## src/rtl/vc_switch_allocator.sv

```systemverilog
// Separable per-VC switch allocator: round-robin VC pick per input, then round-robin input pick per output.
// Grants are registered, so there is one cycle of latency. Define SA_ISLIP_EN to advance input pointers only on a full grant.
module vc_switch_allocator #(
    parameter int PORT_NUM  = 5,
    parameter int VC_NUM    = 2,
    parameter int VC_SIZE   = $clog2(VC_NUM),
    parameter int PORT_SIZE = $clog2(PORT_NUM)
) (
    input  logic                 clk,
    input  logic                 rst,
    input  logic                 switch_request [PORT_NUM][VC_NUM],
    input  logic [PORT_SIZE-1:0] out_port       [PORT_NUM][VC_NUM],
    input  logic                 out_ready      [PORT_NUM],
    output logic                 valid_sel      [PORT_NUM],
    output logic [VC_SIZE-1:0]   vc_sel         [PORT_NUM],
    output logic                 xbar_valid     [PORT_NUM],
    output logic [PORT_SIZE-1:0] xbar_sel       [PORT_NUM]
);

    typedef logic [PORT_SIZE-1:0] port_t;
    typedef logic [VC_SIZE-1:0]   vc_t;

    vc_t   in_ptr  [PORT_NUM];
    port_t out_ptr [PORT_NUM];

    logic  elig    [PORT_NUM][VC_NUM];
    logic  s1_vld  [PORT_NUM];
    vc_t   s1_vc   [PORT_NUM];
    port_t s1_port [PORT_NUM];
    logic  s2_vld  [PORT_NUM];
    port_t s2_sel  [PORT_NUM];
    logic  in_gnt  [PORT_NUM];

    function automatic int incr_mod(input int k, input int n);
        return (k + 1 >= n) ? 0 : k + 1;
    endfunction

    // Stage 1: eligibility (in-range target with credit) and per-input VC arbitration
    always_comb begin
        int   idx;
        logic rdy;
        idx = 0;
        rdy = 1'b0;
        for (int i = 0; i < PORT_NUM; i++) begin
            for (int v = 0; v < VC_NUM; v++) begin
                rdy = 1'b0;
                for (int o = 0; o < PORT_NUM; o++) begin
                    if (int'(out_port[i][v]) == o) rdy = out_ready[o];
                end
                elig[i][v] = switch_request[i][v] && rdy;
            end
        end
        for (int i = 0; i < PORT_NUM; i++) begin
            s1_vld[i]  = 1'b0;
            s1_vc[i]   = '0;
            s1_port[i] = '0;
            for (int off = 0; off < VC_NUM; off++) begin
                idx = int'(in_ptr[i]) + off;
                if (idx >= VC_NUM) idx = idx - VC_NUM;
                if (!s1_vld[i] && elig[i][idx]) begin
                    s1_vld[i]  = 1'b1;
                    s1_vc[i]   = vc_t'(idx);
                    s1_port[i] = out_port[i][idx];
                end
            end
        end
    end

    // Stage 2: per-output arbitration among stage-1 winners targeting it
    always_comb begin
        int j;
        j = 0;
        for (int i = 0; i < PORT_NUM; i++) in_gnt[i] = 1'b0;
        for (int o = 0; o < PORT_NUM; o++) begin
            s2_vld[o] = 1'b0;
            s2_sel[o] = '0;
            for (int off = 0; off < PORT_NUM; off++) begin
                j = int'(out_ptr[o]) + off;
                if (j >= PORT_NUM) j = j - PORT_NUM;
                if (!s2_vld[o] && s1_vld[j] && int'(s1_port[j]) == o) begin
                    s2_vld[o] = 1'b1;
                    s2_sel[o] = port_t'(j);
                    in_gnt[j] = 1'b1;
                end
            end
        end
    end

    always_ff @(posedge clk or posedge rst) begin
        if (rst) begin
            for (int i = 0; i < PORT_NUM; i++) begin
                valid_sel[i]  <= 1'b0;
                vc_sel[i]     <= '0;
                xbar_valid[i] <= 1'b0;
                xbar_sel[i]   <= '0;
                in_ptr[i]     <= '0;
                out_ptr[i]    <= '0;
            end
        end else begin
            for (int i = 0; i < PORT_NUM; i++) begin
                valid_sel[i] <= in_gnt[i];
                vc_sel[i]    <= in_gnt[i] ? s1_vc[i] : '0;
`ifdef SA_ISLIP_EN
                // A stage-1 winner that loses the output keeps priority at its input
                if (in_gnt[i]) in_ptr[i] <= vc_t'(incr_mod(int'(s1_vc[i]), VC_NUM));
`else
                if (s1_vld[i]) in_ptr[i] <= vc_t'(incr_mod(int'(s1_vc[i]), VC_NUM));
`endif
            end
            for (int o = 0; o < PORT_NUM; o++) begin
                xbar_valid[o] <= s2_vld[o];
                xbar_sel[o]   <= s2_sel[o];
                if (s2_vld[o]) out_ptr[o] <= port_t'(incr_mod(int'(s2_sel[o]), PORT_NUM));
            end
        end
    end

endmodule

```

## config.mk

```make
export PLATFORM = sky130hd
export DESIGN_NAME = vc_switch_allocator
export DESIGN_NICKNAME = d
export VERILOG_FILES = /design/src/rtl/vc_switch_allocator.sv
export SDC_FILE = /design/constraint.sdc
export NUM_CORES = 1
export LEC_CHECK = 0
export ABC_AREA = 1
export CAP_MARGIN = 15
export CORE_MARGIN = 2
export CORE_UTILIZATION = 50
export CTS_BUF_LIST = sky130_fd_sc_hd__clkbuf_8
export DETAILED_ROUTE_END_ITERATION = 8
export PLACE_DENSITY = 0.69
export SYNTH_ARGS = -nofsm -noshare
export SYNTH_HDL_FRONTEND = slang
export SYNTH_SLANG_ARGS = --single-unit
```

## constraint.sdc

```tcl
create_clock -name clk -period 7.2 [get_ports clk]
set_input_delay 0.72 -clock clk [delete_from_list [all_inputs] [get_ports clk]]
set_output_delay 0.72 -clock clk [all_outputs]
set_load 0.02 [all_outputs]
```

Word-level counts from Yosys, hierarchy flattened
Index checks and enable logic that the tools add are counted.
{ "classes": {"addsub": 70, "multipliers": 0, "n_div": 0, "n_lt_le_gt_ge": 105, "eq_ne": 60, "shifts": 0, "mux": 465, "n_bitwise": 59, "reduce_logical": 125} }
{ "ops": {"columns": ["op", "n"], "rows": [
  ["$mux W32", 35],
  ["$not A32 Y32", 35],
  ["$ge A32 B4 Y1 const B", 25],
  ["$lt A32 B1 Y1 const B", 25],
  ["$mux W3", 120],
  ["$ge A32 B2 Y1 const B", 10],
  ["$bmux W3 S3", 25],
  ["$mux W1", 210],
  ["$eq A3 B3 Y1 const B", 45],
  ["$mux W5", 25],
  ["$or A5 B5 Y5", 24],
  ["$ge A4 B3 Y1 const B", 25],
  ["$sub A4 B3 Y5 const B", 20],
  ["$logic_and A1 B1 Y1", 85],
  ["$bmux W1 S3", 25],
  ["$demux W1 S3", 25],
  ["$eq A3 B2 Y1 const B", 15],
  ["$logic_not A3 Y1", 15],
  ["$add A3 B1 Y4 const B", 10],
  ["$add A3 B2 Y4 const B", 10],
  ["$logic_not A1 Y1", 25],
  ["$add A1 B1 Y2 const B", 10],
  ["$add A3 B3 Y4 const B", 5],
  ["$ge A2 B2 Y1 const B", 10],
  ["other kinds (5)", 25]
]} }
{ "word_totals": {"regBits": 50, "latch_bits": 0, "ram_bits": 0, "romBits": 0, "mem_count": 0} }

Depth between registers and ports, before layout
{ "depth": {"ltp_word": 77, "mapped_depth": 32} }

Worst setup path before layout
No wires, ideal clock.
{ "synth_timing": {"path_type": "register to register", "start": "register out_ptr[12] (netlist name)", "end": "register out_ptr[12] (netlist name)", "setup_time_ns": 0.116, "arrival_time_ns": 3.555, "path_slack_ns": 3.529, "stages_incl_launch_ff": 31, "n_path_buf": 2, "synth_period_minus_slack_ns": 3.671, "cell_sequence": "dfrtp_1 > buf_6 > clkinv_1 > ha_1 > inv_1 > nand2_1 > nand2_1 > nand2_1 > inv_1 > nand2_2 > xor2_1 > buf_2 > nor2_1 > a211oi_1 > nand3_1 > nand2_1 > nand2_1 > nand2_2 > nor2_4 > nand2_1 > nor2_1 > a211oi_1 > o21ai_0 > nor2_1 > inv_1 > ha_1 > inv_1 > nor2_1 > nand3b_1 > nand2_1 > nand2_1"} }
{ "synth_rtl": {"columns": ["item", "line", "rtl"], "rows": [
  ["start: declaration", "24", "port_t out_ptr [PORT_NUM];"],
  ["start signal: indexed assignment", "113", "if (s2_vld[o]) out_ptr[o] <= port_t'(incr_mod(int'(s2_sel[o]), PORT_NUM));"]
]} }

==> impl_metrics.py <==
metrics = {
    "clock_network": {
        "hold_buffers": 0,
        "clkSinkCount": 50,
        "cts_made_buffers": 5,
        "clkSlewWorstSetupHoldPaths_ps": 110,
        "cts_root_buffer": "clkbuf_8",
        "cts_resized": 0,
        "clk_latency_ps": 360,
        "cts_tree": "done",
        "cts_buffer_depth": 2,
        "post_cts_buffers": 0,
        "htree_levels": 2,
    },
    "critical_path": {
        "crit_top_cell": "nand2_1",
        "r2r_setup_slack_ps": 2350,
        "slowest_delay_ps": 630,
        "cp-start-kind": "flop",
        "cp-endpoint": "out_ptr[12]",
        "required_ps": 7490,
        "cp-startpoint": "out_ptr[12]",
        "r2r_start": "out_ptr[12]",
        "path_delay_family": "simple AND/OR/NAND/NOR gates",
        "worstSetupEndpointType": "flop",
        "reg2reg_depth": 27,
        "path_depth": 27,
        "cp_data_arrival_time_ps": 5140,
        "cp_slowest_cell": "xor2_1",
        "crit_type": "flop to flop",
        "crit_fanout": 11,
        "crit_buf_inv": 4,
        "timing.rr.end": "out_ptr[12]",
    },
    "synthesis": {
        "synth_edf_count": 0,
        "yosys_warnings": 0,
        "synthFlopType": "dfrtp_1",
        "ys_types": 59,
        "synth_nets": 2135,
        "avgSynthCellArea_sq_um": 5.54,
        "syn_inst": 2007,
        "yosysSeqAreaShare_pct": 11.3,
        "netlist_area_sq_um": 11100,
        "synth-async-reset-ratio_pct": 100,
        "ys_ff_latch": 50,
    },
    "detailed_routing": {
        "first_pass_iters": 6,
        "finalWirelength_um": 41300,
        "via_count": 13500,
        "drc_errors": 0,
        "drt_iter0_drc": 1653,
        "ant_nets": 0,
        "avgRoutedWirePerCell_um": 17.6,
        "viasPerCell": 5.73,
    },
    "min_path": {
        "min_from": "out_ptr[1]",
        "whs_path_depth": 2,
        "hold_path.class": "flop to flop",
    },
    "grt": {
        "grt_pass1_vias": 11900,
        "grt_max_degree": 51,
        "grt_pass1_wl_um": 64600,
        "grt_use_total_pct": 34.4,
        "overflow": 0,
        "antenna_found_initial": 1,
    },
    "floorplan": {
        "rows": 54,
        "start_util_pct": 50.9,
        "die-width_um": 153,
        "die_h_um": 153,
        "die-area_sq_um": 23400,
        "pin_count": 77,
        "core_sq_um": 21800,
    },
    "placed_design": {
        "portBuffers": 76,
        "place_hpwl_um": 33300,
        "globalplace.congestion": 1.06,
        "dp.cells": 2341,
        "place_area_sq_um": 12100,
    },
    "sta": {
        "slew_headroom_pct": 43.6,
        "tightest_slew_ps": 843,
        "tns_ps": 0,
        "drv_slew": 0,
        "post-route-period-util_pct": 67.4,
        "grt_setup_unrepaired": "no",
        "fin_skew_ps": 31.7,
        "final-hold-violation-count": 0,
        "max_freq_mhz": 206,
        "min_period_ps": 4850,
        "setup_viol": 0,
    },
    "final_layout": {
        "fin_area_sq_um": 12200,
        "regArea_sq_um": 1250,
        "instances_no_fill": 2348,
        "layout-drive-gt1-share_pct": 7.25,
        "multi_input_area_sq_um": 8420,
        "num-fill-cells": 2317,
        "fin_util_pct": 55.7,
        "mostFrequentLayoutCells": "nand2_1, inv_1, nor2_1, nand3_1, o21ai_0",
        "final_common_cell": "nand2_1",
        "antenna_cells": 0,
        "design.final.nets": 2196,
        "area_delta_synth_final_pct": 9.40,
    },
    "flow_run": {
        "drv_cap": 0,
    },
    "outcome": {
        "run_status": "complete, no violations",
    },
}
[synth_stat cells (7+ instances only)]
| cell type | count | share of area, % |
|---|---|---|
| nand3_1 | 177 | 8.0 |
| nor2_1 | 236 | 8.0 |
| o21ai_0 | 105 | 4.7 |
| xor2_1 | 17 | 1.3 |
| dfrtp_1 | 50 | 11 |
| nand2_2 | 28 | 1.6 |
| inv_1 | 302 | 10 |
| nor2_4 | 7 | 0.71 |
| inv_2 | 28 | 0.95 |
| o21ai_1 | 12 | 0.54 |
| a21oi_1 | 99 | 4.5 |
| nand2_1 | 572 | 19 |
| nand3_2 | 23 | 2.1 |
| buf_2 | 8 | 0.36 |
| ha_1 | 76 | 8.6 |
| nand3b_1 | 11 | 0.74 |
| nand4_1 | 58 | 3.3 |
| o22ai_1 | 22 | 1.2 |
| nor3_1 | 41 | 1.8 |
| nor2_2 | 12 | 0.68 |
| o211ai_1 | 10 | 0.68 |
| a21oi_2 | 9 | 0.71 |
[worst min-delay path: cells and delay by family, from the launching register on]
kind	cells	cell delay, ps
DFF	1	500
and+or+nand+nor	2	160
[final cells by class]
| class | instances | share of cell area (%) |
|---|---|---|
| Multi-Input combinational cell | 1595 | 69.3 |
| Inverter | 337 | 10.4 |
| Sequential cell | 50 | 10.3 |
| Timing Repair Buffer | 79 | 6.44 |
| Tap cell | 280 | 2.88 |
| Clock buffer | 5 | 0.566 |
| Clock inverter | 2 | 0.113 |
[state kept, by name (all words and copies together), names as in the netlist]
signal and cells:
xbar_valid 5, vc_sel 5, xbar_sel 15, valid_sel 5, out_ptr 15, in_ptr 5
[stage by stage]
stage	hold WS, ps	worst slack [ps]
after floorplan	607	3530
after CTS	683	2400
final	686	2350
after detailed placement	666	2080
after global placement	668	2270
after global routing	726	1880
[layer usage]
metal / vias to the layer above / global-route usage, % / share of wire (%)
met2: 675 / 53.4 / 43
met5: - / 0 / 0
li1: 6605 / - / -
met4: 0 / 12.2 / 4.3
met3: 108 / 6.32 / 10
met1: 6072 / 47.7 / 43
[cell families (layout without fill, tap and decap cells)]
kind of cell | after synthesis | in the layout | share of synthesized area, %
and+or+nand+nor | 1190 | 1190 | 48.4
xor gates and xnor gates | 27 | 27 | 2.64
buffers and inverters | 362 | 423 | 13.0
AOI/OAI and AO/OA | 296 | 296 | 15.2
adders and majority gates | 81 | 81 | 9.46
muxes | 1 | 1 | 0.0901
DFF | 50 | 50 | 11.3
[how the worst min path moves through the flow]
stage	to	slack [ps]
2_1_floorplan	out_ptr[7]	610
3_3_place_gp	out_ptr[1]	670
3_5_place_dp	out_ptr[13]	670
4_1_cts	out_ptr[13]	680
5_1_grt	out_ptr[13]	730
6_report	out_ptr[1]	690
Power is not shown: default switching activity piles up to over one toggle a cycle in this logic, so the estimate is an artifact.
